==> src/rtl/maze_vga_renderer_pkg.sv <==
// Shared constants for the maze VGA display stage: default 640x480@60 timing,
// tile grid geometry, colour codes and the wall-bitmap index helper.
package maze_vga_renderer_pkg;

  localparam int DEF_PIX_DIV  = 2;
  localparam int DEF_H_ACTIVE = 640;
  localparam int DEF_H_FP     = 16;
  localparam int DEF_H_SYNC   = 96;
  localparam int DEF_H_BP     = 48;
  localparam int DEF_V_ACTIVE = 480;
  localparam int DEF_V_FP     = 10;
  localparam int DEF_V_SYNC   = 2;
  localparam int DEF_V_BP     = 33;

  localparam int GRID_W     = 40;
  localparam int GRID_H     = 30;
  localparam int TILE_SHIFT = 4;
  localparam int MAP_BITS   = GRID_W * GRID_H;

  localparam logic [2:0] BLACK = 3'b000;
  localparam logic [2:0] RED   = 3'b100;
  localparam logic [2:0] GREEN = 3'b010;
  localparam logic [2:0] WHITE = 3'b111;

  // Tile (0,0) lives in the MSB of the bitmap, rows packed left to right.
  function automatic logic [10:0] mapIndex(input logic [5:0] tx, input logic [5:0] ty);
    return 11'(MAP_BITS - 1) - (11'(ty) * 11'(GRID_W) + 11'(tx));
  endfunction

endpackage

==> src/rtl/vga_timing.sv <==
// Pixel-tick divider plus horizontal/vertical counters, raw sync levels,
// active-area flag, end-of-visible-frame pulse and the shadow latch strobe.
module vga_timing #(
  parameter int PIX_DIV  = 2,
  parameter int H_ACTIVE = 640,
  parameter int H_FP     = 16,
  parameter int H_SYNC   = 96,
  parameter int H_BP     = 48,
  parameter int V_ACTIVE = 480,
  parameter int V_FP     = 10,
  parameter int V_SYNC   = 2,
  parameter int V_BP     = 33
) (
  input  logic       i_Clk,
  input  logic       i_Rst,
  output logic       tick,
  output logic [9:0] hCnt,
  output logic [9:0] vCnt,
  output logic       hSyncNext,
  output logic       vSyncNext,
  output logic       active,
  output logic       frameEnd,
  output logic       latchStrobe
);

  localparam int H_TOTAL = H_ACTIVE + H_FP + H_SYNC + H_BP;
  localparam int V_TOTAL = V_ACTIVE + V_FP + V_SYNC + V_BP;
  localparam int DIV_W   = (PIX_DIV > 1) ? $clog2(PIX_DIV) : 1;

  logic [DIV_W-1:0] divCnt;
  logic             hWrap;
  logic             vWrap;

  assign tick  = (divCnt == DIV_W'(PIX_DIV - 1));
  assign hWrap = (hCnt == 10'(H_TOTAL - 1));
  assign vWrap = (vCnt == 10'(V_TOTAL - 1));

  always_ff @(posedge i_Clk) begin
    if (!i_Rst) begin
      divCnt <= '0;
      hCnt   <= '0;
      vCnt   <= '0;
    end else begin
      divCnt <= tick ? '0 : divCnt + DIV_W'(1);
      if (tick) begin
        if (hWrap) begin
          hCnt <= '0;
          vCnt <= vWrap ? '0 : vCnt + 10'd1;
        end else begin
          hCnt <= hCnt + 10'd1;
        end
      end
    end
  end

  assign hSyncNext = !((hCnt >= 10'(H_ACTIVE + H_FP)) && (hCnt < 10'(H_ACTIVE + H_FP + H_SYNC)));
  assign vSyncNext = !((vCnt >= 10'(V_ACTIVE + V_FP)) && (vCnt < 10'(V_ACTIVE + V_FP + V_SYNC)));
  assign active    = (hCnt < 10'(H_ACTIVE)) && (vCnt < 10'(V_ACTIVE));

  // Both strobes fire on the tick that starts a new line.
  assign frameEnd    = tick && hWrap && (vCnt == 10'(V_ACTIVE - 1));
  assign latchStrobe = tick && hWrap && (vCnt == 10'(V_ACTIVE + V_FP - 1));

endmodule

==> src/rtl/maze_vga_renderer.sv <==
// Maze display stage: latches game state once per frame at vsync start and
// renders 16x16 tiles with player/goal/wall priority into registered VGA outputs.
module maze_vga_renderer
  import maze_vga_renderer_pkg::*;
#(
  parameter int PIX_DIV  = DEF_PIX_DIV,
  parameter int H_ACTIVE = DEF_H_ACTIVE,
  parameter int H_FP     = DEF_H_FP,
  parameter int H_SYNC   = DEF_H_SYNC,
  parameter int H_BP     = DEF_H_BP,
  parameter int V_ACTIVE = DEF_V_ACTIVE,
  parameter int V_FP     = DEF_V_FP,
  parameter int V_SYNC   = DEF_V_SYNC,
  parameter int V_BP     = DEF_V_BP
) (
  input  logic                i_Clk,
  input  logic                i_Rst,
  input  logic [MAP_BITS-1:0] i_Map,
  input  logic [6:0]          i_Col,
  input  logic [5:0]          i_Row,
  input  logic [6:0]          i_PlayerPos_X,
  input  logic [5:0]          i_PlayerPos_Y,
  input  logic                i_Running,
  output logic                o_hSync,
  output logic                o_vSync,
  output logic                o_fRed,
  output logic                o_fGreen,
  output logic                o_fBlue,
  output logic                o_fDrawDone
);

  logic       tick;
  logic [9:0] hCnt;
  logic [9:0] vCnt;
  logic       hSyncNext;
  logic       vSyncNext;
  logic       active;
  logic       frameEnd;
  logic       latchStrobe;

  vga_timing #(
    .PIX_DIV (PIX_DIV),
    .H_ACTIVE(H_ACTIVE),
    .H_FP    (H_FP),
    .H_SYNC  (H_SYNC),
    .H_BP    (H_BP),
    .V_ACTIVE(V_ACTIVE),
    .V_FP    (V_FP),
    .V_SYNC  (V_SYNC),
    .V_BP    (V_BP)
  ) uTiming (
    .i_Clk      (i_Clk),
    .i_Rst      (i_Rst),
    .tick       (tick),
    .hCnt       (hCnt),
    .vCnt       (vCnt),
    .hSyncNext  (hSyncNext),
    .vSyncNext  (vSyncNext),
    .active     (active),
    .frameEnd   (frameEnd),
    .latchStrobe(latchStrobe)
  );

  logic [MAP_BITS-1:0] shMap;
  logic [6:0]          shCol;
  logic [5:0]          shRow;
  logic [6:0]          shPx;
  logic [5:0]          shPy;
  logic                shRunning;

  logic [5:0] tx;
  logic [5:0] ty;
  logic       inGrid;
  logic       onPlayer;
  logic       onGoal;
  logic       wallBit;
  logic [2:0] pixColour;

  assign tx = 6'(hCnt >> TILE_SHIFT);
  assign ty = 6'(vCnt >> TILE_SHIFT);

  assign inGrid   = ({1'b0, tx} < shCol) && (ty < shRow);
  assign onPlayer = ({1'b0, tx} == shPx) && (ty == shPy);
  // Compare tx+2 against col so col/row below 2 cannot wrap onto a real tile.
  assign onGoal   = (({2'b0, tx} + 8'd2) == {1'b0, shCol}) && (({1'b0, ty} + 7'd2) == {1'b0, shRow});
  assign wallBit  = ((tx < 6'(GRID_W)) && (ty < 6'(GRID_H))) ? shMap[mapIndex(tx, ty)] : 1'b0;

  always_comb begin
    pixColour = BLACK;
    if (active && shRunning && inGrid) begin
      if (onPlayer)     pixColour = RED;
      else if (onGoal)  pixColour = GREEN;
      else if (wallBit) pixColour = WHITE;
    end
  end

  always_ff @(posedge i_Clk) begin
    if (!i_Rst) begin
      shMap       <= '0;
      shCol       <= '0;
      shRow       <= '0;
      shPx        <= '0;
      shPy        <= '0;
      shRunning   <= 1'b0;
      o_hSync     <= 1'b1;
      o_vSync     <= 1'b1;
      o_fRed      <= 1'b0;
      o_fGreen    <= 1'b0;
      o_fBlue     <= 1'b0;
      o_fDrawDone <= 1'b0;
    end else begin
      o_fDrawDone <= frameEnd;
      if (latchStrobe) begin
        shMap     <= i_Map;
        shCol     <= i_Col;
        shRow     <= i_Row;
        shPx      <= i_PlayerPos_X;
        shPy      <= i_PlayerPos_Y;
        shRunning <= i_Running;
      end
      if (tick) begin
        o_hSync  <= hSyncNext;
        o_vSync  <= vSyncNext;
        o_fRed   <= pixColour[2];
        o_fGreen <= pixColour[1];
        o_fBlue  <= pixColour[0];
      end
    end
  end

endmodule

==> config.mk <==
export PLATFORM = sky130hd
export DESIGN_NAME = maze_vga_renderer
export DESIGN_NICKNAME = d
export VERILOG_FILES = /design/src/rtl/maze_vga_renderer_pkg.sv /design/src/rtl/vga_timing.sv /design/src/rtl/maze_vga_renderer.sv
export SDC_FILE = /design/constraint.sdc
export NUM_CORES = 2
export LEC_CHECK = 0
export ABC_AREA = 1
export BUFFER_PORTS_ARGS = -buffer_cell sky130_fd_sc_hd__buf_2
export CORE_AREA = 2 2 476 478
export CTS_CLUSTER_SIZE = 25
export DETAILED_ROUTE_END_ITERATION = 8
export DIE_AREA = 0 0 478 480
export GPL_TIMING_DRIVEN = 0
export PLACE_DENSITY = 0.47
export SLEW_MARGIN = 10
export SYNTH_ARGS = -nofsm -noshare
export SYNTH_HDL_FRONTEND = slang
export SYNTH_SLANG_ARGS = --single-unit
==> constraint.sdc <==
create_clock -name i_Clk -period 3.2 [get_ports i_Clk]
set_input_delay 0.32 -clock i_Clk [delete_from_list [all_inputs] [get_ports i_Clk]]
set_output_delay 0.32 -clock i_Clk [all_outputs]
set_load 0.02 [all_outputs]
======== Word-level counts from Yosys, hierarchy flattened ========
Index checks and enable logic that the tools add are counted.
cells by class
  multiply operators ...................... 1
  equal/unequal tests ..................... 8
  multiplexer cells ....................... 9
  add/subtract/negate cells ............... 7
  $lt $le $gt $ge ......................... 11
  reductions and logical operators ........ 16
  bitwise logic cells ..................... 1
operators with widths
  cell                                                           number
  adder 10 x 1 -> 10 bit (second input constant)                 2
  equality test 10 bit (second input constant)                   2
  equality test 10 x 9 -> 1 bit (second input constant)          2
  less-than comparator 10 bit (second input constant)            2
  less-than comparator 10 x 9 -> 1 bit (second input constant)   2
  2-to-1 mux 10 bit                                              2
  adder 6 x 2 -> 7 bit (second input constant)                   2
  logical AND 1 bit                                              12
  less-than comparator 11 x 12 -> 1 bit (second input constant)  1
  2-to-1 mux 3 bit                                               4
  adder 11 x 6 -> 11 bit                                         1
  binary-select mux 1 bit (select 11 bit)                        1
  subtractor 11 bit (first input constant)                       1
  >= comparator 10 bit (second input constant)                   1
  >= comparator 10 x 9 -> 1 bit (second input constant)          1
  multiplier 6 x 3 -> 8 bit (second input constant)              1
  equality test 6 x 7 -> 1 bit                                   1
  equality test 7 x 6 -> 1 bit                                   1
  equality test 7 bit                                            1
  less-than comparator 6 x 7 -> 1 bit                            1
  equality test 6 bit                                            1
  less-than comparator 6 x 5 -> 1 bit (second input constant)    1
  less-than comparator 6 bit                                     1
  less-than comparator 6 bit (second input constant)             1
  other kinds (6)                                                8
word-level totals
  output and inout bits ................... 6
  input port bits ......................... 1229
  flip-flop bits (word level) ............. 1254

======== Longest topological paths before layout ========
  depth after elaboration ................. 10
  depth in mapped cells ................... 24
  mapped depth without buffers ............ 22

======== Modules after synthesis ========
Synthesis repeated with hierarchy kept, for this count alone.
second synthesis, totals
  cells, all modules ...................... 8426
  area, all modules ....................... 56382.8 um2
by module, submodules not included
  module             seq. area each (um2)  times used  area an instance (um2)  cells each
  maze_vga_renderer  24683.7               1           55082.8                 8215
  vga_timing         420.4                 1           1300.0                  211

======== Least setup slack after synthesis ========
OpenSTA, ideal clock, no wires.
  kind .................................... reg2reg
  from .................................... register uTiming.hCnt[5]
  to ...................................... register o_fRed
  stages on the path, launching flop included .. 22
  path slack .............................. 99 ps
  buffers on the path ..................... 4
  library setup time ...................... 58 ps
  arrival time ............................ 3043 ps
  required time ........................... 3142 ps
  cells stage by stage .................... dfxtp_1 inv_2 clkbuf_1 clkbuf_1 ha_1 xnor2_2 buf_2 clkbuf_1 nand4_1 nand3_1 nand3_1 nand3_1 nand3_1 nand3_1 nand3_1 nand3_1 nand2_1 nand2_1 nand3_1 nand2_1 nand2_1 nand2_1
between the ends
  cells in the longest elaborated chain, start to end .. 9
RTL lines
  what                                     line                         text
  start, declared                          vga_timing.sv:17             output logic [9:0] hCnt,
  start signal, assigned                   vga_timing.sv:50             hCnt <= hCnt + 10'd1;
  adder 11 x 6 -> 11 bit                   maze_vga_renderer_pkg.sv:27  return 11'(MAP_BITS - 1) - (11'(ty) * 11'(GRID_W) + 11'(tx));
  subtractor 11 bit                        maze_vga_renderer_pkg.sv:27
  binary-select mux 1 bit (select 11 bit)  maze_vga_renderer.sv:86      assign wallBit = ((tx < 6'(GRID_W)) && (ty < 6'(GRID_H))) ? shMap[mapIndex(tx, ty)] : 1'b0;
  2-to-1 mux 1 bit (implied by the code)   maze_vga_renderer.sv:86
  2-to-1 mux 1 bit                         maze_vga_renderer.sv:86
  2-to-1 mux 3 bit                         maze_vga_renderer.sv:93      else if (wallBit) pixColour = WHITE;
  2-to-1 mux 3 bit                         maze_vga_renderer.sv:92      else if (onGoal) pixColour = GREEN;
  2-to-1 mux 3 bit                         maze_vga_renderer.sv:91      if (onPlayer) pixColour = RED;
  2-to-1 mux 3 bit *                       maze_vga_renderer.sv:90      if (active && shRunning && inGrid) begin
  end signal, assigned                     maze_vga_renderer.sv:124     o_fRed <= pixColour[2];
  end, declared                            maze_vga_renderer.sv:26      output logic o_fRed,
Every way passes the cells marked *; elsewhere a longest branch is shown, timed or not. The select of a mux whose other input is x is not followed.
A chain may end at the register's enable or synchronous reset.

======== Final worst setup path ========
Ends and elaborated chain as after synthesis.

==> results by group <==
Power and ir drop
  – IR drop worst, VDD: 0.389 mV
  – Power per cell area: 404 nW/µm²
  – Total power draw: 36.3 mW
  – Leakage: 36.5 nW

Logic synthesis
  – Number of synthesized flops with an enable pin: 0
  – Sequential share of the synthesized area: 43.2%
  – Mapped Area: 58200 µm²
  – Syn Nets: 9882
  – Yosys top cell area share: 43.2%
  – Yosys warns: 0
  – Synthesized area per cell: 6.75 µm²
  – Async SR Flop Fraction: 0%
  – #FFs+latches synth: 1254
  – Area contributors post-synth: dfxtp_1, nor2_1, nor3_1
  – Synth area leader: dfxtp_1
  – Synth cell types: 42
  – Synth Instances: 8614
  – Primary FF master, synth: dfxtp_1

Critical path
  – CP delay by family, top: simple AND/OR/NAND/NOR gates
  – Slowest cell on crit path: clkbuf_1
  – Startpoint Class: register
  – Ordered cell list for the critical path: inv_8 > buf_4 > clkbuf_1 > nand2_1 > nand3_1 > nand3_1 > nand3_1 > nand3_1 > nand3_2 > nand3_4 > nand2_2 > nand2_1 > nand2_1 > clkinv_2 > nand2_4 > nand2_4 > nand3_4 > nand2_2 > nand2_2 > nand2_1
  – Buf/Inv on CP: 4
  – Crit path launch: uTiming.hCnt[5]$_SDFFE_PN0P_
  – WP data required: 3950 ps
  – Worst reg2reg startpoint: uTiming.hCnt[5]$_SDFFE_PN0P_
  – Worst reg2reg setup slack: -280 ps
  – Max incr delay on CP: 980 ps
  – Worst setup EP type: register
  – Crit path DAT: 4220 ps
  – Top fanout value on the critical path: 10
  – Kind of critical path: reg -> reg

Drt
  – Drt pass-1 iters: 6
  – WL/cell: 28.4 µm
  – DR vias: 74958
  – Final WL: 411000 µm
  – Post-DRT Antenna Nets: 0
  – DR DRC count: 0
  – Vias per cell: 5.19
  – Initial drt markers: 7470

Min path
  – Hold Path Class: in -> reg
  – Worst hold start: i_Map[871]

STA
  – Final WS setup: -277 ps
  – Hold WS: 241 ps
  – Rel. slew slack: 11.3%
  – Fin crit share: 109%
  – Setup-failing EPs final: 3
  – Least-Margin Pin Slew: 1330 ps
  – Setup TNS: -751 ps
  – Unrepaired setup endpoints after global routing: true
  – F_max: 288 MHz
  – Setup Skew: 63.8 ps
  – Final Hold Viols: 0
  – Max-slew violation count: 0
  – Final Critical Period: 3480 ps

Clocking
  – Clock tree buffer depth: 3
  – CTS tree: done
  – H-tree level count: 4
  – Clock root buffer master: clkbuf_16
  – Clock Latency Late Sink: 870 ps
  – CTS buffer count: 154
  – Clk sinks: 1254
  – Reg clk slew, reported paths: 60 ps

Run status
  – Failing checks: negative setup slack
  – Outcome: complete, but fails checks

Placement
  – IO buf count: 1234
  – Post-Place Setup Slack: -4360 ps
  – Placer congestion estimate: 0.988
  – Detailed Place HPWL: 299000 µm

Floorplan
  – Die area: 229000 µm²
  – Die Wd: 478 µm
  – Core area: 224000 µm²
  – Starting density of the core: 26.0%
  – Die H: 480 µm
  – Io pins: 1235
  – Number of cell rows: 174

Layout
  – Layout cells sized above 1: 20.6%
  – Layout area overhead: 54.7%
  – Final design utilization: 40.2%
  – Layout Nets: 12571

Global route
  – Number of global-route vias before repair: 72756
  – Global-route wire length before repair: 555000 µm
  – Initial antenna violation count: 65
  – Largest net degree at the start of global routing: 17
  – Total grt overflow: 0
  – Total GRT Usage: 34.2%

Run
  – Max_cap viols: 0
## cells by family after synthesis
group / after synthesis / share of synthesized area (%)
AND/OR/NAND/NOR: 4812 / 35.8
AO/OA/AOI/OAI: 1402 / 12.3
adder cells (fa/ha/maj): 39 / 0.852
buffers and inverters: 1071 / 7.27
XOR/XNOR: 36 / 0.613
flip-flops: 1254 / 43.2
## per-layer routing
layer / GRT usage, % / share of wire [%] / vias up
li1: - / - / 34265
met4: 22.3 / 7.8 / 28
met5: 0 / 0.043 / -
met1: 41.1 / 39 / 35598
met2: 56.5 / 46 / 3967
met3: 5.51 / 7.1 / 1100
## final timing paths
kind                                  end  cells after the start
setup / recovery      o_fRed$_SDFFE_PN0P_                     20
hold / removal    shMap[871]$_SDFFE_PN0P_                      4
setup reg to reg      o_fRed$_SDFFE_PN0P_                     20
hold reg to reg     o_fGreen$_SDFFE_PN0P_                      2
## repair_timing
item                                    in CTS  in global routing
gates resized for setup                    914                187
setup buffers                               50                 14
hold buffers                              1228                  0
pin swaps                                   26                 27
endpoints found under the setup margin    1241               1137
endpoints found under the hold margin     1233                  0
cloned                                       3                  1
## power by group
group	total (mW)	switching, mW	internal, mW	leakage (nW)
Combinational	2.99	1.38	1.60	24.0
Clock	17.7	7.72	9.99	2.44
Sequential	15.6	0.00280	15.6	10.1
## Yosys cell counts, drive strengths merged, types with 38 or more instances
library cell  instances
nor2               1689
o21ai              1337
dfxtp              1254
nor3               1238
nand2               989
nand3               809
clkbuf              595
inv                 288
buf                 187
nand4                62
ha                   38
## cells in the final DEF (no fill, tap or decap), types with 53 or more instances in the layout
cell | synthesis | routed
nor2_1 | 1689 | 1681
buf_2 | 145 | 1305
dfxtp_1 | 1254 | 1245
dlygate4sd3_1 | 0 | 1228
o21ai_0 | 1121 | 1121
nor3_1 | 1238 | 985
nand2_1 | 986 | 971
nand3_1 | 809 | 757
clkbuf_1 | 594 | 388
inv_1 | 285 | 280
nor3_2 | 0 | 223
o21ai_1 | 216 | 213
clkbuf_2 | 1 | 177
clkbuf_16 | 0 | 158
buf_4 | 7 | 95
nand4_1 | 62 | 62
clkbuf_4 | 0 | 53
## through the flow
| step | cells | instance area [µm²] |
|---|---|---|
| 2_1_floorplan | 8614 | 58200 |
| 3_3_place_gp | 12840 | 68100 |
| 3_5_place_dp | 12846 | 68300 |
| 4_1_cts | 14397 | 89200 |
| 5_1_grt | 14428 | 89900 |
| 6_report | 14451 | 90000 |
## worst min-delay path, delay by kind of cell
| family | cells | cell delay (ps) |
|---|---|---|
| buffers and inverters | 2 | 620 |
| and+or+nand+nor | 2 | 140 |
## sequential cells by signal (all words and copies together) (netlist names)
| register | count |
|---|---|
| shCol | 7 |
| o_fDrawDone | 1 |
| uTiming.vCnt | 10 |
| shPx | 7 |
| shPy | 6 |
| o_fBlue | 1 |
| o_hSync | 1 |
| shRow | 6 |
| uTiming.tick | 1 |
| shRunning | 1 |
| shMap | 1200 |
| o_fRed | 1 |
| uTiming.hCnt | 10 |
| o_vSync | 1 |
| o_fGreen | 1 |
## area by class of cell
type / instances / area, µm²
timing repair inverter: 1 / 6.26
clock inverter: 41 / 526
sequential: 1254 / 25100
buffer: 779 / 4580
inverter: 289 / 1110
timing repair buffer: 2535 / 19400
tap: 2992 / 3740
antenna: 41 / 103
multi-input combinational: 6289 / 30900
fill: 23069 / 134000
clock buffer: 230 / 4440
No activity file was read; power rests on OpenSTA's default activity.
